### src/rtl/irq_controller.sv
// Prioritising, non-nesting interrupt controller. Each line has its own lane for
// sync, edge detect and pending. A fixed-priority picker feeds the req/ack/done FSM.

module irq_lane #(
   parameter int SYNC_STAGES = 2
) (
   input  logic clk,
   input  logic reset,
   input  logic irq_raw,
   input  logic edge_mode,
   input  logic clr,
   output logic pend
);
   logic [SYNC_STAGES-1:0] sync_q;
   logic                   hist_q;
   logic                   pend_q;
   logic                   sync_v;
   logic                   rise;

   assign sync_v = sync_q[SYNC_STAGES-1];
   assign rise   = sync_v & ~hist_q;

   always_ff @(posedge clk) begin
      if (!reset) begin
         sync_q <= '0;
         hist_q <= 1'b0;
         pend_q <= 1'b0;
      end else begin
         sync_q <= {sync_q[SYNC_STAGES-2:0], irq_raw};
         hist_q <= sync_v;
         // A level-mode lane stores nothing. A new rise beats a same-cycle clear.
         if (!edge_mode)
            pend_q <= 1'b0;
         else if (rise)
            pend_q <= 1'b1;
         else if (clr)
            pend_q <= 1'b0;
      end
   end

   assign pend = edge_mode ? pend_q : sync_v;
endmodule

module irq_controller #(
   parameter int NUM_IRQ     = 4,
   parameter int SYNC_STAGES = 2,
   parameter int ID_W        = 2
) (
   input  logic               clk,
   input  logic               reset,
   input  logic [NUM_IRQ-1:0] irq_in,
   input  logic               cfg_we,
   input  logic [1:0]         cfg_addr,
   input  logic [NUM_IRQ-1:0] cfg_wdata,
   output logic [NUM_IRQ-1:0] cfg_rdata,
   output logic               irq_req,
   output logic [ID_W-1:0]    irq_id,
   input  logic               irq_ack,
   input  logic               irq_done
);
   typedef enum logic [1:0] {ST_IDLE, ST_REQUEST, ST_SERVICE} state_t;

   state_t             state_q, state_d;
   logic [NUM_IRQ-1:0] enable_q, edge_q, insvc_q, insvc_d;
   logic [NUM_IRQ-1:0] pend, clr, eligible, ack_sel;
   logic [ID_W-1:0]    id_q, id_d, winner;
   logic               any_elig, pend_wr, ack_take;

   assign pend_wr  = cfg_we && (cfg_addr == 2'd2);
   assign ack_take = (state_q == ST_REQUEST) && irq_ack;

   always_comb begin
      ack_sel = '0;
      if (ack_take)
         ack_sel[id_q] = 1'b1;
   end

   assign clr = (pend_wr ? cfg_wdata : '0) | ack_sel;

   for (genvar i = 0; i < NUM_IRQ; i++) begin : g_lane
      irq_lane #(.SYNC_STAGES(SYNC_STAGES)) u_lane (
         .clk       (clk),
         .reset     (reset),
         .irq_raw   (irq_in[i]),
         .edge_mode (edge_q[i]),
         .clr       (clr[i]),
         .pend      (pend[i])
      );
   end

   assign eligible = pend & enable_q;
   assign any_elig = |eligible;

   // Scan from the top down so the lowest eligible index wins.
   always_comb begin
      winner = '0;
      for (int i = NUM_IRQ-1; i >= 0; i--)
         if (eligible[i])
            winner = ID_W'(i);
   end

   always_ff @(posedge clk) begin
      if (!reset) begin
         enable_q <= '0;
         edge_q   <= '0;
      end else if (cfg_we) begin
         case (cfg_addr)
            2'd0:    enable_q <= cfg_wdata;
            2'd1:    edge_q   <= cfg_wdata;
            default: ;
         endcase
      end
   end

   always_ff @(posedge clk) begin
      if (!reset) begin
         state_q <= ST_IDLE;
         id_q    <= '0;
         insvc_q <= '0;
      end else begin
         state_q <= state_d;
         id_q    <= id_d;
         insvc_q <= insvc_d;
      end
   end

   always_comb begin
      state_d = state_q;
      id_d    = id_q;
      insvc_d = insvc_q;
      case (state_q)
         ST_IDLE:
            if (any_elig) begin
               state_d = ST_REQUEST;
               id_d    = winner;
            end
         ST_REQUEST:
            if (irq_ack) begin
               state_d = ST_SERVICE;
               insvc_d = ack_sel;
            end
         ST_SERVICE:
            if (irq_done) begin
               state_d = ST_IDLE;
               insvc_d = '0;
            end
         default: state_d = ST_IDLE;
      endcase
   end

   assign irq_req = (state_q == ST_REQUEST);
   assign irq_id  = id_q;

   always_comb begin
      case (cfg_addr)
         2'd0:    cfg_rdata = enable_q;
         2'd1:    cfg_rdata = edge_q;
         2'd2:    cfg_rdata = pend;
         default: cfg_rdata = insvc_q;
      endcase
   end
endmodule

### config.mk
export PLATFORM = sky130hd
export DESIGN_NAME = irq_controller
export DESIGN_NICKNAME = d
export VERILOG_FILES = /design/src/rtl/irq_controller.sv
export SDC_FILE = /design/constraint.sdc
export NUM_CORES = 1
export LEC_CHECK = 0
export CAP_MARGIN = 20
export CORE_MARGIN = 5
export CORE_UTILIZATION = 55
export CTS_CLUSTER_DIAMETER = 60
export DETAILED_ROUTE_END_ITERATION = 7
export PLACE_DENSITY_LB_ADDON = 0.1
export SLEW_MARGIN = 40
export SYNTH_ARGS = -nofsm -noshare
export SYNTH_HDL_FRONTEND = slang
export SYNTH_SLANG_ARGS = --single-unit
### constraint.sdc
create_clock -name clk -period 4.29 [get_ports clk]
set_clock_uncertainty 0.2 [all_clocks]
set_input_delay 0.858 -clock clk [delete_from_list [all_inputs] [get_ports clk]]
set_output_delay 0.858 -clock clk [all_outputs]
set_load 0.01 [all_outputs]
==> results.py, run 1 <==
metrics = {
    "clock_network": {
        "htree_levels": 2,
        "cts_buffer_depth": 2,
        "worstSkewPairLatency_ns": 0.33,
        "root_buffer": "clkbuf_4",
        "tritoncts": "yes",
        "cts_buffers": 5,
        "clkSinkCount": 32,
        "post_cts_buffers": 0,
        "cts_resized": 0,
        "postCtsHoldBufs": 0,
        "clk_pin_slew_ns": 0.08,
    },
    "logic_synthesis": {
        "synth_cells": 126,
        "synth.distinct_cells": 30,
        "avgSynthCellArea_um2": 10.5,
        "yosysWarningCount": 0,
        "synthAdderAreaFrac": 0,
        "synth.cell_area_um2": 1320,
        "synth_top_family_by_area": "simple AND/OR/NAND/NOR gates",
        "synth_nets": 141,
        "synth_compound_area_frac": 0.108,
        "yosys.area_share.simple": 0.214,
        "synth_xor_xnor_area_share": 0,
        "ys_seq_elements": 32,
        "muxShareOfSynthArea": 0.163,
        "ys_seq_area_frac": 0.484,
    },
    "critical_path": {
        "worstSetupPathType": "primary input to output port",
        "ff2ff_setup_slack_ns": 2.60,
        "critPathRequiredTime_ns": 3.23,
        "cp-end-kind": "output port",
        "startpoint_type": "primary input",
        "cp.arrival_ns": 2.59,
        "cp_max_fo": 7,
    },
    "timing": {
        "post-route-period-util": 0.851,
        "finalHoldViolCount": 0,
        "period_needed_ns": 3.65,
        "final.setup.worst_slack_ns": 0.638,
        "maxSlewHeadroom": 0.674,
        "worst_pin_slew_ns": 0.486,
        "max_freq_mhz": 274,
        "slew_viol_final": 0,
        "finalSetupTns_ns": 0,
        "setup_violations": 0,
        "holdWs_ns": 0.238,
        "rsz0062_at_grt": "no",
    },
    "detailed_routing": {
        "drcViolationCount": 0,
        "routed_wl_mm": 2.52,
        "dr_wl_met3_um": 133,
        "wl_met1_mm": 1.17,
        "drtIter0Drc": 14,
        "dr_wl_met2_mm": 1.16,
        "drt-vias-per-instance": 5.45,
        "top_layer": "met4",
        "wl_per_cell_um": 14.3,
        "ant_nets": 0,
        "vias": 964,
        "drt_pass1_iterations": 2,
    },
    "pwr": {
        "p_leak_nw": 0.586,
        "power.total_uw": 534,
        "vdd_drop_max_uv": 260,
        "power_density_nw_per_um2": 335,
    },
    "global_routing": {
        "grt_pass1_wl_mm": 4.26,
        "antenna_found_initial": 0,
        "grt_pass1_vias": 925,
        "grt_overflow": 0,
        "grt_start_max_net_pins": 33,
        "grt.total_usage": 0.170,
    },
    "floorplanning": {
        "placementRows": 17,
        "die_w_um": 59.1,
        "io-pin-count": 22,
        "dieArea_um2": 3490,
        "die_h_um": 59.1,
        "core_area_um2": 2250,
        "start_util": 0.587,
    },
    "placement": {
        "postPlaceCellArea_um2": 1540,
        "hpwl_mm": 1.88,
        "io_buffers": 21,
        "place_inst": 169,
        "place_ws_ns": 0.609,
        "place_congestion": 0.788,
    },
    "hold_path": {
        "hp-class": "register to register",
    },
    "finish": {
        "multi_input_area_um2": 641,
        "final-seq-area_um2": 641,
        "drive_gt1_frac": 0.128,
        "layout_common_cells": "dfxtp_1, clkdlybuf4s50_1, nand2_1, and2_1",
        "num-nets-final": 163,
        "postLayoutCoreUtil": 0.708,
        "fin_cells": 177,
        "fillers": 201,
        "synthToLayoutAreaGrowth_pct": 20.5,
        "final_area_um2": 1600,
        "diodes": 0,
        "final_common_cell": "dfxtp_1",
    },
    "run": {
        "drv_cap": 0,
    },
    "status": {
        "status": "complete, no violations",
    },
}
final cells by class:
type | instances | share of cell area
Sequential cell | 32 | 0.402
Clock buffer | 8 | 0.0369
Inverter | 4 | 0.00941
Multi-Input combinational cell | 84 | 0.402
Timing Repair Buffer | 21 | 0.129
Tap cell | 28 | 0.0220
cell families after synthesis:
group	Yosys count
and+or+nand+nor	50
muxes	16
buffers and inverters	10
DFF	32
AOI/OAI and AO/OA	18
critical path, stage by stage:
cell and delay [ns]:
clkdlybuf4s50_1 0.68, mux4_2 0.56, clkdlybuf4s50_1 0.49
layer usage:
metal,GRT usage,vias to the layer above
li1,-,484
met1,0.211,454
met2,0.249,20
met3,0.0741,6
met4,0.0874,0
met5,0,-
flip-flops by register name, summed over array words and instances, names as in the netlist:
name,count
insvc_q,4
g_lane.u_lane.pend_q,4
g_lane.u_lane.sync_q,8
enable_q,4
edge_q,4
g_lane.u_lane.hist_q,4
state_q,2
irq_id,2
worst paths after layout:
| path | start | end | depth (start not counted) |
|---|---|---|---|
| max | cfg_addr[1] | cfg_rdata[2] | 3 |
| max reg2reg | edge_q[1] | irq_id[0] | 4 |
| min reg2reg | g_lane[0].u_lane.sync_q[0] | g_lane[0].u_lane.sync_q[1] | 1 |
| min | g_lane[0].u_lane.sync_q[0] | g_lane[0].u_lane.sync_q[1] | 1 |
Yosys cell counts:
cell | count | area share
buf_2 | 1 | 0.0038
a22oi_1 | 2 | 0.011
nand2_1 | 13 | 0.037
a32oi_1 | 4 | 0.026
a31oi_1 | 1 | 0.0047
and3b_1 | 2 | 0.013
nand3_1 | 1 | 0.0038
or3b_1 | 1 | 0.0066
a21boi_0 | 3 | 0.017
o2bb2ai_1 | 1 | 0.0066
dfxtp_1 | 32 | 0.48
mux4_2 | 4 | 0.068
o21a_1 | 2 | 0.011
a21oi_1 | 2 | 0.0076
inv_1 | 4 | 0.011
nor3_1 | 1 | 0.0038
o221a_2 | 2 | 0.017
o211ai_1 | 1 | 0.0057
nor2b_1 | 8 | 0.038
nor2_1 | 5 | 0.014
nor3b_1 | 1 | 0.0057
or2_2 | 1 | 0.0047
mux2i_1 | 8 | 0.060
nand2b_1 | 1 | 0.0047
and2_1 | 13 | 0.061
mux2_2 | 4 | 0.034
nor3b_2 | 1 | 0.0095
clkbuf_1 | 4 | 0.011
nand3b_1 | 2 | 0.011
buf_4 | 1 | 0.0057
report_power, final:
part           switching, mW  leakage (nW)  total, mW  internal [mW]
logic                 0.0194         0.293     0.0481         0.0287
registers            0.00518         0.260      0.310          0.305
clock network         0.0953        0.0326      0.176         0.0808
total                  0.120         0.586      0.534          0.414
No activity file was read; power rests on OpenSTA's default activity.
==> run 2, diff against run 1 <==
--- a/config.mk
+++ b/config.mk
@@ -7,7 +7,7 @@
 export LEC_CHECK = 0
 export CAP_MARGIN = 20
 export CORE_MARGIN = 5
-export CORE_UTILIZATION = 55
+export CORE_UTILIZATION = 40
 export CTS_CLUSTER_DIAMETER = 60
 export DETAILED_ROUTE_END_ITERATION = 7
 export PLACE_DENSITY_LB_ADDON = 0.1
==> results.py, run 2 (synthesis gave the netlist of run 1 again) <==
metrics = {
    "timing": {
        "maxSlewHeadroom": 0.663,
        "period_needed_ns": 3.67,
        "worst_pin_slew_ns": 0.503,
        "max_freq_mhz": 272,
        "finalSetupTns_ns": 0,
        "post-route-period-util": 0.856,
        "slew_viol_final": 0,
        "setup_violations": 0,
        "finalHoldViolCount": 0,
        "rsz0062_at_grt": "no",
    },
    "global_routing": {
        "grt_pass1_vias": 917,
        "grt.total_usage": 0.131,
        "grt_start_max_net_pins": 33,
        "grt_overflow": 0,
        "antenna_found_initial": 0,
        "grt_pass1_wl_mm": 4.35,
    },
    "critical_path": {
        "worstSetupPathType": "primary input to output port",
        "cp_max_fo": 7,
        "critPathRequiredTime_ns": 3.23,
        "cp.arrival_ns": 2.61,
        "startpoint_type": "primary input",
        "cp-end-kind": "output port",
    },
    "clock_network": {
        "cts_buffers": 5,
        "cts_buffer_depth": 2,
        "cts_resized": 0,
        "tritoncts": "yes",
        "clkSinkCount": 32,
        "root_buffer": "clkbuf_4",
        "postCtsHoldBufs": 0,
        "clk_pin_slew_ns": 0.09,
        "htree_levels": 2,
        "worstSkewPairLatency_ns": 0.33,
        "post_cts_buffers": 0,
    },
    "floorplanning": {
        "dieArea_um2": 4560,
        "start_util": 0.427,
        "die_h_um": 67.5,
        "core_area_um2": 3100,
        "io-pin-count": 22,
        "die_w_um": 67.5,
        "placementRows": 20,
    },
    "finish": {
        "largest_reg_flops": 8,
        "final_common_cell": "dfxtp_1",
        "drive_gt1_frac": 0.134,
        "final-seq-area_um2": 641,
        "fillers": 304,
        "layout_common_cells": "dfxtp_1, clkdlybuf4s50_1, nand2_1, and2_1",
        "synthToLayoutAreaGrowth_pct": 23.3,
        "postLayoutCoreUtil": 0.526,
        "largest-register": "g_lane.u_lane.sync_q",
        "multi_input_area_um2": 641,
        "num-nets-final": 163,
        "diodes": 0,
    },
    "run": {
        "drv_cap": 0,
    },
    "detailed_routing": {
        "vias": 963,
        "drt-vias-per-instance": 4.99,
        "drt_pass1_iterations": 4,
        "wl_per_cell_um": 13.7,
        "drcViolationCount": 0,
        "routed_wl_mm": 2.64,
        "drtIter0Drc": 68,
        "ant_nets": 0,
    },
    "pwr": {
        "power_density_nw_per_um2": 354,
        "vdd_drop_max_uv": 212,
        "p_leak_nw": 0.596,
        "power.total_uw": 578,
    },
    "placement": {
        "place_congestion": 0.849,
        "hpwl_mm": 1.86,
        "io_buffers": 21,
    },
    "status": {
        "status": "complete, no violations",
    },
    "hold_path": {
        "hp-class": "register to register",
    },
}
[run 2: cell types whose count changed in the layout (fill, tap and decap cells not counted), sizes merged]
cell    change
bufinv      +1
clkinv      +1
clkbuf      -2
[run 2: final cells by class]
type | instances | share of cell area
well taps | 44 | 0.0337
inverters | 4 | 0.00920
multi-input cells | 84 | 0.392
clock buffers | 6 | 0.0253
flip-flops and latches | 32 | 0.392
clock inverters | 2 | 0.0215
repair buffers | 21 | 0.126
[run 2: worst max-delay path, cell delays in order]
cell	delay, ns
clkdlybuf4s50_1	0.70
mux4_2	0.56
clkdlybuf4s50_1	0.49
[run 2: per-stage QoR]
step                      setup WS [ns]  hold slack, ns  area (um2)  std cells
after floorplan                    1.65           0.212        1320        126
after global placement            0.583           0.215        1560        185
after detailed placement          0.594           0.223        1560        185
after CTS                         0.593           0.251        1630        193
after global routing              0.527           0.259        1630        193
final                             0.620           0.249        1630        193
[run 2: layer usage]
metal,global-route usage,vias up,routed length [um]
met1,0.163,451,1180
met2,0.208,24,1290
met3,0.0466,2,154
li1,-,486,-
met5,0,-,0
met4,0.0456,0,15
[run 2: worst paths after layout]
check                                   from                          to  slack, ns  cells past startpoint
hold / removal    g_lane[3].u_lane.sync_q[0]  g_lane[3].u_lane.sync_q[1]       0.25                      1
setup reg to reg                   edge_q[1]                   irq_id[0]       2.60                      4
setup / recovery                 cfg_addr[1]                cfg_rdata[0]       0.62                      3
hold reg to reg   g_lane[3].u_lane.sync_q[0]  g_lane[3].u_lane.sync_q[1]       0.25                      1
[run 2: report_power, final]
part	switching (mW)	total, mW	internal, mW	leakage (nW)
sequential	0.00533	0.310	0.305	0.260
combinational	0.0193	0.0480	0.0287	0.293
clock	0.0974	0.220	0.122	0.0422
==> run 3, diff against run 2 <==
--- a/config.mk
+++ b/config.mk
@@ -7,7 +7,7 @@
 export LEC_CHECK = 0
 export CAP_MARGIN = 20
 export CORE_MARGIN = 5
-export CORE_UTILIZATION = 40
+export CORE_UTILIZATION = 25
 export CTS_CLUSTER_DIAMETER = 60
 export DETAILED_ROUTE_END_ITERATION = 7
 export PLACE_DENSITY_LB_ADDON = 0.1
==> results.py, run 3 (synthesis gave the netlist of run 1 again) <==
metrics = {
    "clock_network": {
        "post_cts_buffers": 0,
        "clk_pin_slew_ns": 0.06,
        "postCtsHoldBufs": 0,
        "tritoncts": "yes",
        "cts_buffer_depth": 2,
        "worstSkewPairLatency_ns": 0.28,
        "cts_buffers": 5,
        "cts_resized": 0,
        "clkSinkCount": 32,
        "root_buffer": "clkbuf_8",
        "htree_levels": 2,
    },
    "timing": {
        "finalSetupTns_ns": 0,
        "holdWs_ns": 0.233,
        "max_freq_mhz": 271,
        "worst_pin_slew_ns": 0.556,
        "finalHoldViolCount": 0,
        "maxSlewHeadroom": 0.628,
        "slew_viol_final": 0,
        "rsz0062_at_grt": "no",
        "post-route-period-util": 0.861,
        "setup_violations": 0,
        "period_needed_ns": 3.69,
        "final.setup.worst_slack_ns": 0.595,
    },
    "detailed_routing": {
        "wl_per_cell_um": 13.8,
        "drt-vias-per-instance": 4.46,
        "drtIter0Drc": 57,
        "vias": 976,
        "routed_wl_mm": 3.02,
        "ant_nets": 0,
        "drcViolationCount": 0,
        "drt_pass1_iterations": 4,
    },
    "placement": {
        "place_congestion": 0.723,
        "place_inst": 211,
        "hpwl_mm": 2.09,
        "place_ws_ns": 0.566,
        "io_buffers": 21,
    },
    "critical_path": {
        "cp-end-kind": "output port",
        "crit_path_cell_trace": "clkdlybuf4s50_1 -> mux4_2 -> clkdlybuf4s50_1",
        "slowest_stage": "clkdlybuf4s50_1",
        "path_common_cell": "clkdlybuf4s50_1",
        "worstSetupPathType": "primary input to output port",
        "critPathMaxStageDelay_ns": 0.71,
        "critPathTopFamily": "buffers and inverters",
        "crit_buf_inv": 2,
        "startpoint_type": "primary input",
        "cp.arrival_ns": 2.64,
        "critPathRequiredTime_ns": 3.23,
        "cp_max_fo": 7,
    },
    "global_routing": {
        "grt_overflow": 0,
        "grt.total_usage": 0.101,
        "grt_start_max_net_pins": 33,
        "antenna_found_initial": 0,
        "grt_pass1_vias": 987,
        "grt_pass1_wl_mm": 4.91,
    },
    "floorplanning": {
        "core_area_um2": 5140,
        "die_w_um": 82.8,
        "die_h_um": 82.8,
        "io-pin-count": 22,
        "dieArea_um2": 6850,
        "start_util": 0.258,
        "placementRows": 26,
    },
    "pwr": {
        "p_leak_nw": 0.599,
        "vdd_drop_max_uv": 180,
        "p_sw_uw": 131,
        "p_clk_frac": 0.396,
        "pwr-share-comb": 0.082,
        "power_density_nw_per_um2": 354,
        "internal_power_uw": 465,
        "seq_power_share": 0.522,
        "switching_share": 0.219,
    },
    "finish": {
        "fin_cells": 219,
        "num-nets-final": 163,
        "diodes": 0,
        "final_common_cell": "dfxtp_1",
        "largest_reg_flops": 8,
        "drive_gt1_frac": 0.128,
        "synthToLayoutAreaGrowth_pct": 26.8,
        "largest-register": "g_lane.u_lane.sync_q",
        "layout_common_cells": "dfxtp_1, clkdlybuf4s50_1, nand2_1, and2_1",
    },
    "status": {
        "status": "complete, no violations",
    },
    "hold_path": {
        "hp-class": "register to register",
    },
    "run": {
        "drv_cap": 0,
    },
}
## run 3: cell count changes in the layout (fill, tap and decap cells not counted), sizes merged
cell    change
clkbuf      +2
bufinv      -1
clkinv      -1
## run 3: power by group through the flow
stage / Combinational, mW / Sequential (mW) / Clock, mW
2_1_floorplan: 0.0267 / 0.316 / 0
3_5_place_dp: 0.0497 / 0.317 / 0
6_report: 0.0490 / 0.311 / 0.236
5_1_grt: 0.0535 / 0.311 / 0.259
4_1_cts: 0.0501 / 0.310 / 0.247
3_3_place_gp: 0.0500 / 0.317 / 0
## run 3: per-layer routing
metal / up-vias / global-route usage / wire length [um]
met2: 25 / 0.149 / 1290
met5: - / 0 / 0
li1: 480 / - / -
met4: 0 / 0.0539 / 75
met3: 6 / 0.0304 / 149
met1: 465 / 0.130 / 1500
## run 3: worst register-to-register path, delay by kind of cell, from the launching register on
family             cells  cell delay, ns
AOI/OAI and AO/OA      3            0.70
DFF                    1            0.38
muxes                  1            0.37
## run 3: per-stage QoR
stage	util	power, mW	instance area (um2)
after floorplan	-	0.342	1320
after global placement	0.310	0.367	1590
after detailed placement	0.309	0.367	1590
after CTS	0.327	0.607	1680
after global routing	0.327	0.624	1680
final	0.327	0.595	1680
## run 3: area by class of cell
class / instances / area [um2]
inverters: 4 / 15.0
repair buffers: 21 / 205
well taps: 70 / 87.6
multi-input cells: 84 / 641
flip-flops and latches: 32 / 641
fillers: 566 / 3460
clock buffers: 8 / 90.1
## run 3: final timing paths
path                            slack [ns]                         end  cells after the start                  startpoint
worst max-delay path                  0.60                cfg_rdata[1]                      3                 cfg_addr[1]
worst min-delay path                  0.23  g_lane[1].u_lane.sync_q[1]                      1  g_lane[1].u_lane.sync_q[0]
worst max register to register        2.53                   irq_id[0]                      4                   edge_q[1]
worst min register to register        0.23  g_lane[1].u_lane.sync_q[1]                      1  g_lane[1].u_lane.sync_q[0]
